--- src/rtl/fios_res_collector.sv ---
// Consumer end of the FIOS Montgomery result stream: gathers the word-serial result,
// applies the final conditional subtraction of p word by word, and hands the result out.
module fios_res_collector #(
  parameter int s      = 8,
  parameter int WORD_W = 17
) (
  input  logic                  clock_i,
  input  logic                  reset_i,
  input  logic                  res_valid_i,
  input  logic [WORD_W-1:0]     res_i,
  input  logic [s*WORD_W-1:0]   p_i,
  output logic [s*WORD_W-1:0]   result_o,
  output logic                  result_valid_o,
  input  logic                  result_ready_i,
  output logic                  busy_o,
  output logic                  overflow_err_o
);

  localparam int CNT_W = $clog2(s + 1);
  localparam int IDX_W = (s > 1) ? $clog2(s) : 1;

  typedef enum logic [1:0] {IDLE, COLLECT, SUB, OUT} state_t;

  state_t                      state_q, state_d;
  logic [CNT_W-1:0]            cnt_q, cnt_d;
  logic                        borrow_q, borrow_d;
  logic                        tc_q, tc_d;
  logic [s-1:0][WORD_W-1:0]    tWords_q, tWords_d;
  logic [s-1:0][WORD_W-1:0]    dWords_q, dWords_d;
  logic [s*WORD_W-1:0]         result_q, result_d;
  logic                        resultValid_q, resultValid_d;
  logic                        overflowErr_q, overflowErr_d;

  logic [s-1:0][WORD_W-1:0]    pWords;
  logic [IDX_W-1:0]            idx;
  logic [WORD_W:0]             diff;
  logic [s-1:0][WORD_W-1:0]    dFull;

  assign pWords = p_i;
  assign idx    = cnt_q[IDX_W-1:0];
  // One subtraction digit per SUB cycle; the MSB of the extended difference is the borrow out.
  assign diff   = {1'b0, tWords_q[idx]} - {1'b0, pWords[idx]} - {{WORD_W{1'b0}}, borrow_q};

  always_comb begin
    dFull      = dWords_q;
    dFull[idx] = diff[WORD_W-1:0];
  end

  always_comb begin
    state_d       = state_q;
    cnt_d         = cnt_q;
    borrow_d      = borrow_q;
    tc_d          = tc_q;
    tWords_d      = tWords_q;
    dWords_d      = dWords_q;
    result_d      = result_q;
    resultValid_d = resultValid_q;
    overflowErr_d = overflowErr_q;

    case (state_q)
      IDLE: begin
        if (res_valid_i) begin
          tWords_d[0] = res_i;
          cnt_d       = CNT_W'(1);
          state_d     = COLLECT;
        end
      end
      COLLECT: begin
        if (res_valid_i) begin
          if (cnt_q == CNT_W'(s)) begin
            tc_d     = res_i[0];
            cnt_d    = '0;
            borrow_d = 1'b0;
            state_d  = SUB;
          end else begin
            tWords_d[idx] = res_i;
            cnt_d         = cnt_q + CNT_W'(1);
          end
        end
      end
      SUB: begin
        dWords_d = dFull;
        borrow_d = diff[WORD_W];
        cnt_d    = cnt_q + CNT_W'(1);
        if (res_valid_i) overflowErr_d = 1'b1;
        // T >= p when the top carry is set or the full-width subtraction did not borrow.
        if (cnt_q == CNT_W'(s - 1)) begin
          result_d      = (tc_q || !diff[WORD_W]) ? dFull : tWords_q;
          resultValid_d = 1'b1;
          cnt_d         = '0;
          state_d       = OUT;
        end
      end
      OUT: begin
        if (res_valid_i) overflowErr_d = 1'b1;
        if (result_ready_i) begin
          resultValid_d = 1'b0;
          state_d       = IDLE;
        end
      end
      default: state_d = IDLE;
    endcase
  end

  always_ff @(posedge clock_i) begin
    if (reset_i) begin
      state_q       <= IDLE;
      cnt_q         <= '0;
      borrow_q      <= 1'b0;
      tc_q          <= 1'b0;
      tWords_q      <= '0;
      dWords_q      <= '0;
      result_q      <= '0;
      resultValid_q <= 1'b0;
      overflowErr_q <= 1'b0;
    end else begin
      state_q       <= state_d;
      cnt_q         <= cnt_d;
      borrow_q      <= borrow_d;
      tc_q          <= tc_d;
      tWords_q      <= tWords_d;
      dWords_q      <= dWords_d;
      result_q      <= result_d;
      resultValid_q <= resultValid_d;
      overflowErr_q <= overflowErr_d;
    end
  end

  assign result_o       = result_q;
  assign result_valid_o = resultValid_q;
  assign busy_o         = (state_q != IDLE);
  assign overflow_err_o = overflowErr_q;

endmodule

--- config.mk ---
export PLATFORM = sky130hd
export DESIGN_NAME = fios_res_collector
export DESIGN_NICKNAME = d
export VERILOG_FILES = /design/src/rtl/fios_res_collector.sv
export SDC_FILE = /design/constraint.sdc
export NUM_CORES = 1
export LEC_CHECK = 0
export CORE_MARGIN = 2
export CORE_UTILIZATION = 50
export CTS_CLUSTER_DIAMETER = 30
export DETAILED_ROUTE_END_ITERATION = 16
export PLACE_DENSITY = 0.75
export SLEW_MARGIN = 20
export SYNTH_ARGS = -nofsm -noshare
export SYNTH_HDL_FRONTEND = slang
export SYNTH_SLANG_ARGS = --single-unit
export TNS_END_PERCENT = 10
--- constraint.sdc ---
create_clock -name clock_i -period 6.05 [get_ports clock_i]
set_clock_uncertainty 0.05 [all_clocks]
set_input_delay 1.21 -clock clock_i [delete_from_list [all_inputs] [get_ports clock_i]]
set_output_delay 1.21 -clock clock_i [all_outputs]
set_load 0.005 [all_outputs]
==> flow_summary_export.csv <==
group,metric,value,unit
timing,grt_setup_unrepaired,"false",
final_layout,stdcell_area,0.02587,mm^2
global_routing,grt_start_max_net_pins,165,
floorplanning,die_w,203.9,um
logic_synthesis,synthXorXnorAreaFrac,0.7826,%
global_routing,grt_pass1_wl,126.6,mm
floorplanning,core_area,0.03955,mm^2
logic_synthesis,synthSimpleGateAreaFrac,22.13,%
placed_design,routabilityCongestion,0.9674,
drt,route.vias.total,21950,
pwr,ir_drop,0.4649,mV
run,maxCapViolations,0,
critical_path,ff2ff_path_depth,18,
critical_path,reg2reg_to,"result_o[49]",
final_layout,multi_input_area,0.01049,mm^2
clock_network,cts_buffers,77,
logic_synthesis,synth.distinct_cells,61,
logic_synthesis,ys_ff_latch,418,
clock_network,path_clk_slew,0.05,ns
logic_synthesis,synth_edf_count,0,
timing,period_minus_slack,5.632,ns
critical_path,end_kind,"flop",
clock_network,cts_setup_buffers,0,
critical_path,cp-start-kind,"flop",
clock_network,cts_resized,0,
critical_path,crit_chain,"inv_1 > nor3_2 > buf_4 > buf_4 > a22oi_1 > and4_1 > ha_1 > inv_1 > ha_1 > a21o_1 > a21oi_1 > o21ai_0 > a21o_1 > a21oi_2 > o21a_1 > mux2_8 > buf_4 > o311ai_0",
critical_path,rr_startpoint,"cnt_q[0]",
logic_synthesis,yosys_warnings,0,
clock_network,postCtsHoldBufs,0,
final_layout,drive_gt1_share,8.485,%
logic_synthesis,avgSynthCellArea,7.773,um^2
drt,vias_per_cell,6.587,
critical_path,path_max_fanout,84,
clock_network,tritoncts,"done",
global_routing,antenna_found_initial,8,
logic_synthesis,synth_compound_area_share,23.11,%
floorplanning,rows,73,
worst_hold_path,whs_path_depth,2,
global_routing,track_usage,39.93,%
logic_synthesis,synth_top_family_by_area,"compound AO/OA/AOI/OAI gates",
global_routing,grt.overflow.total,0,
floorplanning,start_util,50.53,%
timing,hold_viol_final,0,
final_layout,nFillCells,3189,
worst_hold_path,holdPathEnd,"overflow_err_o",
timing,max_freq,0.1776,GHz
drt,finalWirelength,86.35,mm
logic_synthesis,synth-seq-area-share,41.87,%
final_layout,regArea,0.008368,mm^2
critical_path,rrSetupSlack,0.42,ns
outcome,outcome,"finished, final reports clean",
final_layout,utilization,65.41,%
critical_path,arrival,6.03,ns
drt,antenna_left,0,
floorplanning,die-area,0.04159,mm^2
logic_synthesis,syn_inst,2571,
critical_path,critPathMaxStageDelay,0.61,ns
floorplanning,io_pins,296,
timing,relSlewSlack,13.19,%
logic_synthesis,syn_nets,2767,
placed_design,io_buffers,295,
timing,finalSetupTns,0,ns
critical_path,crit_required,6.45,ns
global_routing,grt_pass1_vias,20970,
logic_synthesis,synth.mux.area_fraction,3.481,%
critical_path,worst_path_most_repeated_cell,"buf_4",
clock_network,cts.sinks,418,
clock_network,htreeDepth,3,
timing,post-route-period-util,93.09,%
clock_network,cts-root-buf,"clkbuf_16",
pwr,leakage,8.898,nW
drt,first_pass_iters,6,
clock_network,clk_latency,0.59,ns
pwr,pwr_density_cell,488.7,mW/mm^2
logic_synthesis,synth_flop_cell,"dfxtp_1",
final_layout,area_delta_synth_final,29.45,%
critical_path,slowest_stage,"mux2_8",
floorplanning,die_y,203.9,um
timing,tightest_slew,1.299,ns
worst_hold_path,hp-start,"overflow_err_o",
timing,drv_slew,0,
drt,wl_per_cell,25.91,um
timing,finalSetupViolations,0,
logic_synthesis,synthAdderAreaFrac,2.517,%
placed_design,dpl.hpwl,55.37,mm
worst_hold_path,hold_path.class,"flop to flop",
final_layout,final_nets,2940,
logic_synthesis,syn-cell-area,0.01999,mm^2
critical_path,crit_type,"flop to flop",
clock_network,clockBufferDepth,3,
logic_synthesis,async_reset_ff_share,0,%
drt,drc,0,
pwr,finalPower,12.64,mW
placed_design,placed_cell_area,0.02318,mm^2
drt,drtIter0Drc,3482,
logic make-up (layout without fill, tap and decap cells):
kind of cell | count (synthesis) | count (layout)
flip-flops | 418 | 418
multiplexers | 67 | 67
XOR/XNOR | 17 | 17
buffers and inverters | 309 | 543
adder cells (fa/ha/maj) | 39 | 39
AND/OR/NAND/NOR | 1007 | 1007
other | 0 | 3
AO/OA/AOI/OAI | 714 | 714
metrics by stage:
stage               setup WS (ns)  hold slack [ns]  instances
floorplan                   1.031           0.3832       2571
global route               0.2287           0.4191       3333
CTS                        0.6411           0.3987       3330
finish                     0.4179           0.3934       3333
global placement           0.5840           0.3833       3190
detailed placement         0.5179           0.3915       3190
critical path: cells and delay by family (launching register included):
family	cells	cell delay [ns]
AOI/OAI and AO/OA	8	1.71
adders and majority gates	2	0.49
buffers and inverters	5	1.24
DFF	1	0.55
muxes	1	0.61
and+or+nand+nor	2	0.79
final cells by class:
| cell class | instances | share of cell area (%) |
|---|---|---|
| Antenna cell | 3 | 0.02902 |
| Clock buffer | 97 | 8.367 |
| Clock inverter | 43 | 1.993 |
| Inverter | 44 | 0.6577 |
| Multi-Input combinational cell | 1844 | 40.54 |
| Sequential cell | 418 | 32.35 |
| Tap cell | 525 | 2.539 |
| Timing Repair Buffer | 359 | 13.53 |
flip-flops by register name, summed over array words and instances (netlist names):
| name | flops |
|---|---|
| borrow_q | 1 |
| cnt_q | 4 |
| dWords_q | 136 |
| overflow_err_o | 1 |
| result_o | 136 |
| result_valid_o | 1 |
| state_q | 2 |
| tWords_q | 136 |
| tc_q | 1 |
worst max path at each step:
stage / slack [ns] / cells past startpoint / from / to
2_1_floorplan: 1.03 / 20 / cnt_q[1] / result_o[109]
3_3_place_gp: 0.58 / 16 / p_i[39] / result_o[33]
3_5_place_dp: 0.52 / 15 / p_i[39] / result_o[42]
4_1_cts: 0.64 / 18 / cnt_q[0] / result_o[42]
5_1_grt: 0.23 / 18 / cnt_q[0] / result_o[93]
6_report: 0.42 / 18 / cnt_q[0] / result_o[49]
per-layer routing:
layer | part of all wire [%] | routed length, um | vias to the layer above | global-route usage (%)
met5 | 0.057 | 49 | - | 0
met4 | 6.5 | 5587 | 8 | 24.40
met3 | 14 | 12100 | 384 | 12.01
met2 | 43 | 37180 | 1709 | 60.96
met1 | 36 | 31430 | 10290 | 49.49
li1 | - | - | 9561 | -
layout by cell type (no fill, tap or decap), drive strengths merged, types with 64 or more instances in the layout:
cell,synthesis,layout
nand2,432,432
dfxtp,418,418
clkdlybuf4s50,0,294
a21oi,286,286
nor2,262,262
a22oi,111,111
nand3,101,101
clkbuf,236,98
nand4,89,89
o21ai,88,88
o311ai,67,67
buf,29,64
where the power goes:
part,switching (mW),internal (mW),leakage [nW]
Clock,1.51,2.89,1.29
Combinational,3.77,1.50,4.24
Sequential,0.0919,2.88,3.37
Yosys cell counts (all sizes together) (26+ instances only):
cell / count / share of area [%]
a22oi: 111 / 4.2
ha: 37 / 2.3
a211oi: 34 / 1.3
nor2: 262 / 4.9
nand4: 89 / 2.8
nand3: 101 / 2.6
o311ai: 67 / 2.9
clkbuf: 236 / 4.5
buf: 29 / 0.74
dfxtp: 418 / 42
inv: 42 / 0.79
a31oi: 26 / 0.89
and3: 36 / 1.1
mux2i: 59 / 3.0
a21oi: 286 / 7.2
nand2: 432 / 8.1
o21ai: 88 / 2.2
nor3: 43 / 1.1
No activity file was read; power rests on OpenSTA's default activity.
